$ cat src/rtl/seq_divider.sv
// seq_divider: restoring shift-subtract divider, one quotient bit per clock.
// Define SEQ_DIVIDER_SIGNED_EN for two's complement operands and results.
module seq_divider #(
  parameter int WIDTH = 8
) (
  input  logic             i_clk,
  input  logic             i_rst_n,
  input  logic             i_start,
  input  logic [WIDTH-1:0] i_dividend,
  input  logic [WIDTH-1:0] i_divisor,
  output logic             o_busy,
  output logic             o_done,
  output logic [WIDTH-1:0] o_quo,
  output logic [WIDTH-1:0] o_rem,
  output logic             o_div_by_zero
);

  localparam int CW = $clog2(WIDTH + 1);

  typedef enum logic [1:0] {
    IDLE,
    CALC,
    DONE
  } state_t;

  state_t state, state_n;

  logic [CW-1:0]    cnt;
  logic [WIDTH-1:0] dvd;
  logic [WIDTH-1:0] dvs;
  logic [WIDTH-1:0] prem;
  logic [WIDTH:0]   shifted;
  logic [WIDTH:0]   diff;
  logic             qbit;
  logic [WIDTH-1:0] rem_n;
  logic [WIDTH-1:0] q_fin;
  logic [WIDTH-1:0] res_q;
  logic [WIDTH-1:0] res_r;
  logic [WIDTH-1:0] mag_a;
  logic [WIDTH-1:0] mag_b;
  logic             zero;
  logic             last;
  logic             accept;

  assign zero   = (i_divisor == '0);
  assign last   = (cnt == CW'(1));
  assign accept = (state == IDLE) && i_start;

  // Quotient bits shift into the dividend register as it empties.
  assign shifted = {prem, dvd[WIDTH-1]};
  assign diff    = shifted - {1'b0, dvs};
  assign qbit    = ~diff[WIDTH];
  assign rem_n   = qbit ? diff[WIDTH-1:0] : shifted[WIDTH-1:0];
  assign q_fin   = {dvd[WIDTH-2:0], qbit};

`ifdef SEQ_DIVIDER_SIGNED_EN
  logic q_neg;
  logic r_neg;

  assign mag_a = i_dividend[WIDTH-1] ? WIDTH'(0) - i_dividend : i_dividend;
  assign mag_b = i_divisor[WIDTH-1] ? WIDTH'(0) - i_divisor : i_divisor;
  assign res_q = q_neg ? WIDTH'(0) - q_fin : q_fin;
  assign res_r = r_neg ? WIDTH'(0) - rem_n : rem_n;

  always_ff @(posedge i_clk or negedge i_rst_n) begin
    if (!i_rst_n) begin
      q_neg <= 1'b0;
      r_neg <= 1'b0;
    end else if (accept && !zero) begin
      q_neg <= i_dividend[WIDTH-1] ^ i_divisor[WIDTH-1];
      r_neg <= i_dividend[WIDTH-1];
    end
  end
`else
  assign mag_a = i_dividend;
  assign mag_b = i_divisor;
  assign res_q = q_fin;
  assign res_r = rem_n;
`endif

  always_ff @(posedge i_clk or negedge i_rst_n) begin
    if (!i_rst_n) state <= IDLE;
    else          state <= state_n;
  end

  always_comb begin
    state_n = state;
    unique case (state)
      IDLE:    if (i_start) state_n = zero ? DONE : CALC;
      CALC:    if (last) state_n = DONE;
      DONE:    state_n = IDLE;
      default: state_n = IDLE;
    endcase
  end

  always_ff @(posedge i_clk or negedge i_rst_n) begin
    if (!i_rst_n) begin
      cnt           <= '0;
      dvd           <= '0;
      dvs           <= '0;
      prem          <= '0;
      o_quo         <= '0;
      o_rem         <= '0;
      o_div_by_zero <= 1'b0;
    end else if (accept) begin
      if (zero) begin
        o_quo         <= '1;
        o_rem         <= i_dividend;
        o_div_by_zero <= 1'b1;
      end else begin
        dvd  <= mag_a;
        dvs  <= mag_b;
        prem <= '0;
        cnt  <= CW'(WIDTH);
      end
    end else if (state == CALC) begin
      prem <= rem_n;
      dvd  <= q_fin;
      cnt  <= cnt - CW'(1);
      if (last) begin
        o_quo         <= res_q;
        o_rem         <= res_r;
        o_div_by_zero <= 1'b0;
      end
    end
  end

  assign o_busy = (state == CALC);
  assign o_done = (state == DONE);

endmodule

$ cat config.mk
export PLATFORM = sky130hd
export DESIGN_NAME = seq_divider
export DESIGN_NICKNAME = d
export VERILOG_FILES = /design/src/rtl/seq_divider.sv
export SDC_FILE = /design/constraint.sdc
export NUM_CORES = 1
export LEC_CHECK = 0
export ABC_AREA = 1
export CAP_MARGIN = 40
export CORE_ASPECT_RATIO = 0.8
export CORE_MARGIN = 3
export CORE_UTILIZATION = 40
export DETAILED_ROUTE_END_ITERATION = 8
export MAX_ROUTING_LAYER = met4
export PLACE_DENSITY = 0.7
export SLEW_MARGIN = 20
export SYNTH_ARGS = -nofsm -noshare
export SYNTH_HDL_FRONTEND = slang
export SYNTH_SLANG_ARGS = --single-unit
$ cat constraint.sdc
create_clock -name i_clk -period 2.3 [get_ports i_clk]
set_input_delay 0.23 -clock i_clk [delete_from_list [all_inputs] [get_ports i_clk]]
set_output_delay 0.23 -clock i_clk [all_outputs]
set_load 0.005 [all_outputs]
Yosys cells after proc, flatten, opt, wreduce, memory -nomap -nowiden --
Cells that the tools add are included.
Operators by class: add/subtract/negate cells 2, multipliers 0, div/mod/pow operators 0, magnitude comparators 0, equal/unequal tests 7, shifts and indexed selects 0, muxes and demuxes 26, bitwise operators 2, reductions and logical operators 9
Operators with widths (count):
- 2-to-1 mux 8 bit | 15
- 2-to-1 mux 4 bit | 3
- subtractor 9 x 8 -> 9 bit | 1
- logical NOT 8 bit | 1
- 2-to-1 mux 2 bit | 3
- != test 2 bit, second input constant | 3
- AND reduction 2 bit | 3
- equality test 4 x 1 -> 1 bit, second input constant | 1
- 2-to-1 mux 1 bit | 4
- one-hot mux 2 bit (2 select lines) | 1
- nonzero test 2 bit | 2
- subtractor 4 x 1 -> 4 bit, second input constant | 1
- AND reduction 3 bit | 1
- equality test 2 x 1 -> 1 bit, second input constant | 1
- equality test 2 bit, second input constant | 1
- logical NOT 2 bit | 1
- != test 2 x 1 -> 1 bit, second input constant | 1
- inverter 1 bit | 2
- logical AND 1 bit | 1
Storage, ports and cells: bits in registers 47, bits in latches 0, bits in writable memories 0, bits in read-only memories 0, bits of input ports 19, output and inout port bits 19, logic and storage cells 54, memories 0

Longest topological paths before layout --
word-level depth 5, mapped depth 14, gate-level depth less buffers 14

Worst setup path after synthesis --
Ideal clock, no wire load.
kind reg-to-reg, start register dvd[7], end register o_rem[7], setup time 113 ps, data arrival time 1734 ps, required time 2187 ps, path slack 454 ps, cell stages (with the launch flop) 15, buffers on the path 0, path through dfrtp_1 > inv_1 > ha_1 > inv_1 > fa_1 > nand2_1 > nand2_1 > nand3_1 > nand2_1 > nand2_1 > nand2_2 > nand3_1 > nand3_1 > nand2_1 > inv_1
On the way: cells in the longest elaborated chain, start to end 5
RTL lines:
- from (decl) | line 29 | logic [WIDTH-1:0] dvd;
- from (signal assigned) | line 111 | dvd <= mag_a;
- from (signal assigned) | line 118 | dvd <= q_fin;
- subtractor 9 x 8 -> 9 bit | line 51 | assign diff = shifted - {1'b0, dvs};
- 2-to-1 mux 8 bit | line 53 | assign rem_n = qbit ? diff[WIDTH-1:0] : shifted[WIDTH-1:0];
- 2-to-1 mux 8 bit | line 120 | if (last) begin
- 2-to-1 mux 8 bit | line 116 | end else if (state == CALC) begin
- 2-to-1 mux 8 bit | line 105 | end else if (accept) begin
- to (signal assigned) | line 108 | o_rem <= i_dividend;
- to (signal assigned) | line 122 | o_rem <= res_r;
- to (decl) | line 14 | output logic [WIDTH-1:0] o_rem,
No other way between the ends. The select of a mux whose other input is x is not followed. A chain may end at the register's enable or synchronous reset.

Worst setup path in the final report --
start register dvd[7], end register o_rem[4]
The elaborated chain is that of the path after synthesis.

==> impl_metrics.ini <==
[outcome]
status = complete, no violations

[finish]
final_cell_count_no_fill = 471
final_nets = 419
layout-drive-gt1-share = 0.0795
fin_area_mm2 = 0.00320
nFillCells = 619
syn2layout_area_growth_pct = 22.0
layout_commonest_cell = nand2_1
antennaDiodeCount = 0
final_cell_mix = nand2_1 (110), inv_1 (48), dfrtp_1 (47)

[die]
die_y_um = 78.5
initial_core_util = 0.428
io_pins = 38
die_x_um = 96.6
dieArea_mm2 = 0.00758
core_area_mm2 = 0.00613
num_rows = 25

[logic_synthesis]
synth_cells = 348
synth_compound_area_frac = 0.0934
synth_top_family_by_area = simple AND/OR/NAND/NOR gates
synth_xor_area_frac = 0.0167
synth-simple-area-share = 0.292
synth_mux_area_frac = 0
synth_nets = 378
yosysSeqAreaShare = 0.448
synth_area_mm2 = 0.00263
synth_fa_ha_area_frac = 0.0553
ys_ff_latch = 47
ys_warn_count = 0
ys_types = 29
syn_avg_cell_area_um2 = 7.55

[sta]
relSlewSlack = 0.778
fin_crit_ns = 2.09
holdWs_ns = 0.254
slew_viol_final = 0
fmax_mhz = 479
hold_viol = 0
worst_pin_slew_ns = 0.333
rsz0062_at_grt = false
fin_setup_tns_ns = 0
finalCritPeriodShare = 0.907
finClkSkew_ns = 0.00802
setup_violations = 0
setup_slack_ns = 0.213

[detailed_routing]
drt_iter0_drc = 140
routed_via_density = 4.81
drtAntennaViolNets = 0
vias = 2266
routed_wl_um = 6010
wire_per_inst_um = 12.8
route.detailed.drc = 0
dr.pass1.iters = 5

[pwr]
ir_worst_vdd_mv = 0.672
internal_power_uw = 2720
power.leakage_uw = 0.00166
pwr-share-clk = 0.128
p_per_area_mw_per_mm2 = 1530
seq_power_share = 0.296
p_sw_frac = 0.446
net-switching-power_uw = 2190
comb_power_share = 0.576

[clock_tree]
clock_path_buffers = 2
htree_levels = 2
post-cts-setup-buffer-count = 0
clk_pin_slew_ns = 0.09
cts_sinks = 47
cts-root-buf = clkbuf_8
cts_tree = built
cts_made_buffers = 5
clock_latency_ns = 0.30

[worst_setup_path]
crit_required_ns = 2.50
startpoint_type = flop
startpoint = dvd[7]
setup.worst_path.class = flop to flop
r2r_slack_ns = 0.21
reg2reg_from = dvd[7]
cp-end-kind = flop
arrival_ns = 2.29
crit_fanout = 9

[min_path]
hold_class = input port to async pin

[place]
gp_congestion = 0.805
dpl_cell_area_mm2 = 0.00308
place_inst = 462
dp_slack_ns = 0.220
detailed_place_hpwl_um = 4520
numPortBuffers = 37

[grt]
met2_usage = 0.251
grt_util_met3 = 0.0460
antenna_found_initial = 0
grt_pass1_wl_um = 10400
grt_max_degree = 27
grtUsageMet1 = 0.271
grt_pass1_vias = 2110
grt_overflow = 0
grt-busiest-layer = met1
track_usage = 0.180

[job]
drv_cap = 0
power groups by stage:
stage	Combinational [µW]	Clock, µW	Sequential (µW)
after global placement	2780	0	1460
after CTS	2850	643	1450
after detailed placement	2830	0	1460
final	2820	627	1450
after floorplan	1990	0	1420
after global routing	3300	684	1500
critical path, cell delays in order, from the launching register on:
cell and delay (ns):
dfrtp_1 0.39, inv_1 0.07, ha_1 0.14, inv_1 0.06
fa_1 0.40, nand2_1 0.08, nand2_1 0.09, nand3_1 0.14
nand2_1 0.09, nand2_1 0.08, nand2_2 0.13, nand3_1 0.12
nand3_1 0.09, nand2_1 0.08, inv_1 0.04
routing by layer:
metal  part of all wire  vias to the layer above  wire (µm)
met5                  0                        -          0
met1               0.50                     1029       2990
li1                   -                     1174          -
met4             0.0063                        0         38
met2               0.43                       59       2610
met3              0.060                        4        363
through the flow:
| stage | power, µW | utilization |
|---|---|---|
| 2_1_floorplan | 3410 | - |
| 3_3_place_gp | 4240 | 0.502 |
| 3_5_place_dp | 4290 | 0.502 |
| 4_1_cts | 4940 | 0.523 |
| 5_1_grt | 5490 | 0.523 |
| 6_report | 4900 | 0.523 |
synthesized netlist by cell type, drive strengths merged:
cell type / instances / share of area
a21oi: 12 / 0.023
a31oi: 6 / 0.014
buf: 5 / 0.014
clkbuf: 4 / 0.0057
clkinv: 1 / 0.0033
dfrtp: 47 / 0.45
fa: 1 / 0.0076
ha: 10 / 0.048
inv: 50 / 0.072
nand2: 115 / 0.17
nand3: 33 / 0.063
nand4: 1 / 0.0024
nor2: 22 / 0.032
nor3: 1 / 0.0019
o21ai: 26 / 0.054
o22ai: 1 / 0.0024
or2: 8 / 0.019
xnor2: 2 / 0.0067
xor2: 3 / 0.010
repair_timing:
item | in CTS | in global routing
hold buffers | 1 | 0
gates resized for setup | 0 | 0
hold endpoints to repair | 47 | 0
cells by family after synthesis:
kind of cell / Yosys count
AO/OA/AOI/OAI: 45
adder cells (fa/ha/maj): 11
buffers and inverters: 60
XOR/XNOR: 5
AND/OR/NAND/NOR: 180
flip-flops: 47
registers in the layout (all words and copies together) (netlist names):
name	cells
o_quo	8
dvd	8
o_div_by_zero	1
o_rem	8
state	2
cnt	4
dvs	8
prem	8
worst paths after layout:
path / end / cells after the start
max in group asynchronous: o_quo[5] / 3
worst max-delay path: o_rem[4] / 14
min in group i_clk: o_quo[7] / 2
worst max register to register: o_rem[4] / 14
worst min-delay path: cnt[3] / 2
worst min register to register: o_quo[7] / 2
layout make-up:
cell class,count,area (µm²),share of cell area
Sequential cell,47,1180,0.367
Clock buffer,5,68.8,0.0215
Inverter,51,199,0.0621
Clock inverter,3,46.3,0.0144
Timing Repair Buffer,43,413,0.129
Multi-Input combinational cell,241,1200,0.374
Tap cell,81,101,0.0316
Power figures use the tool's default switching activity.
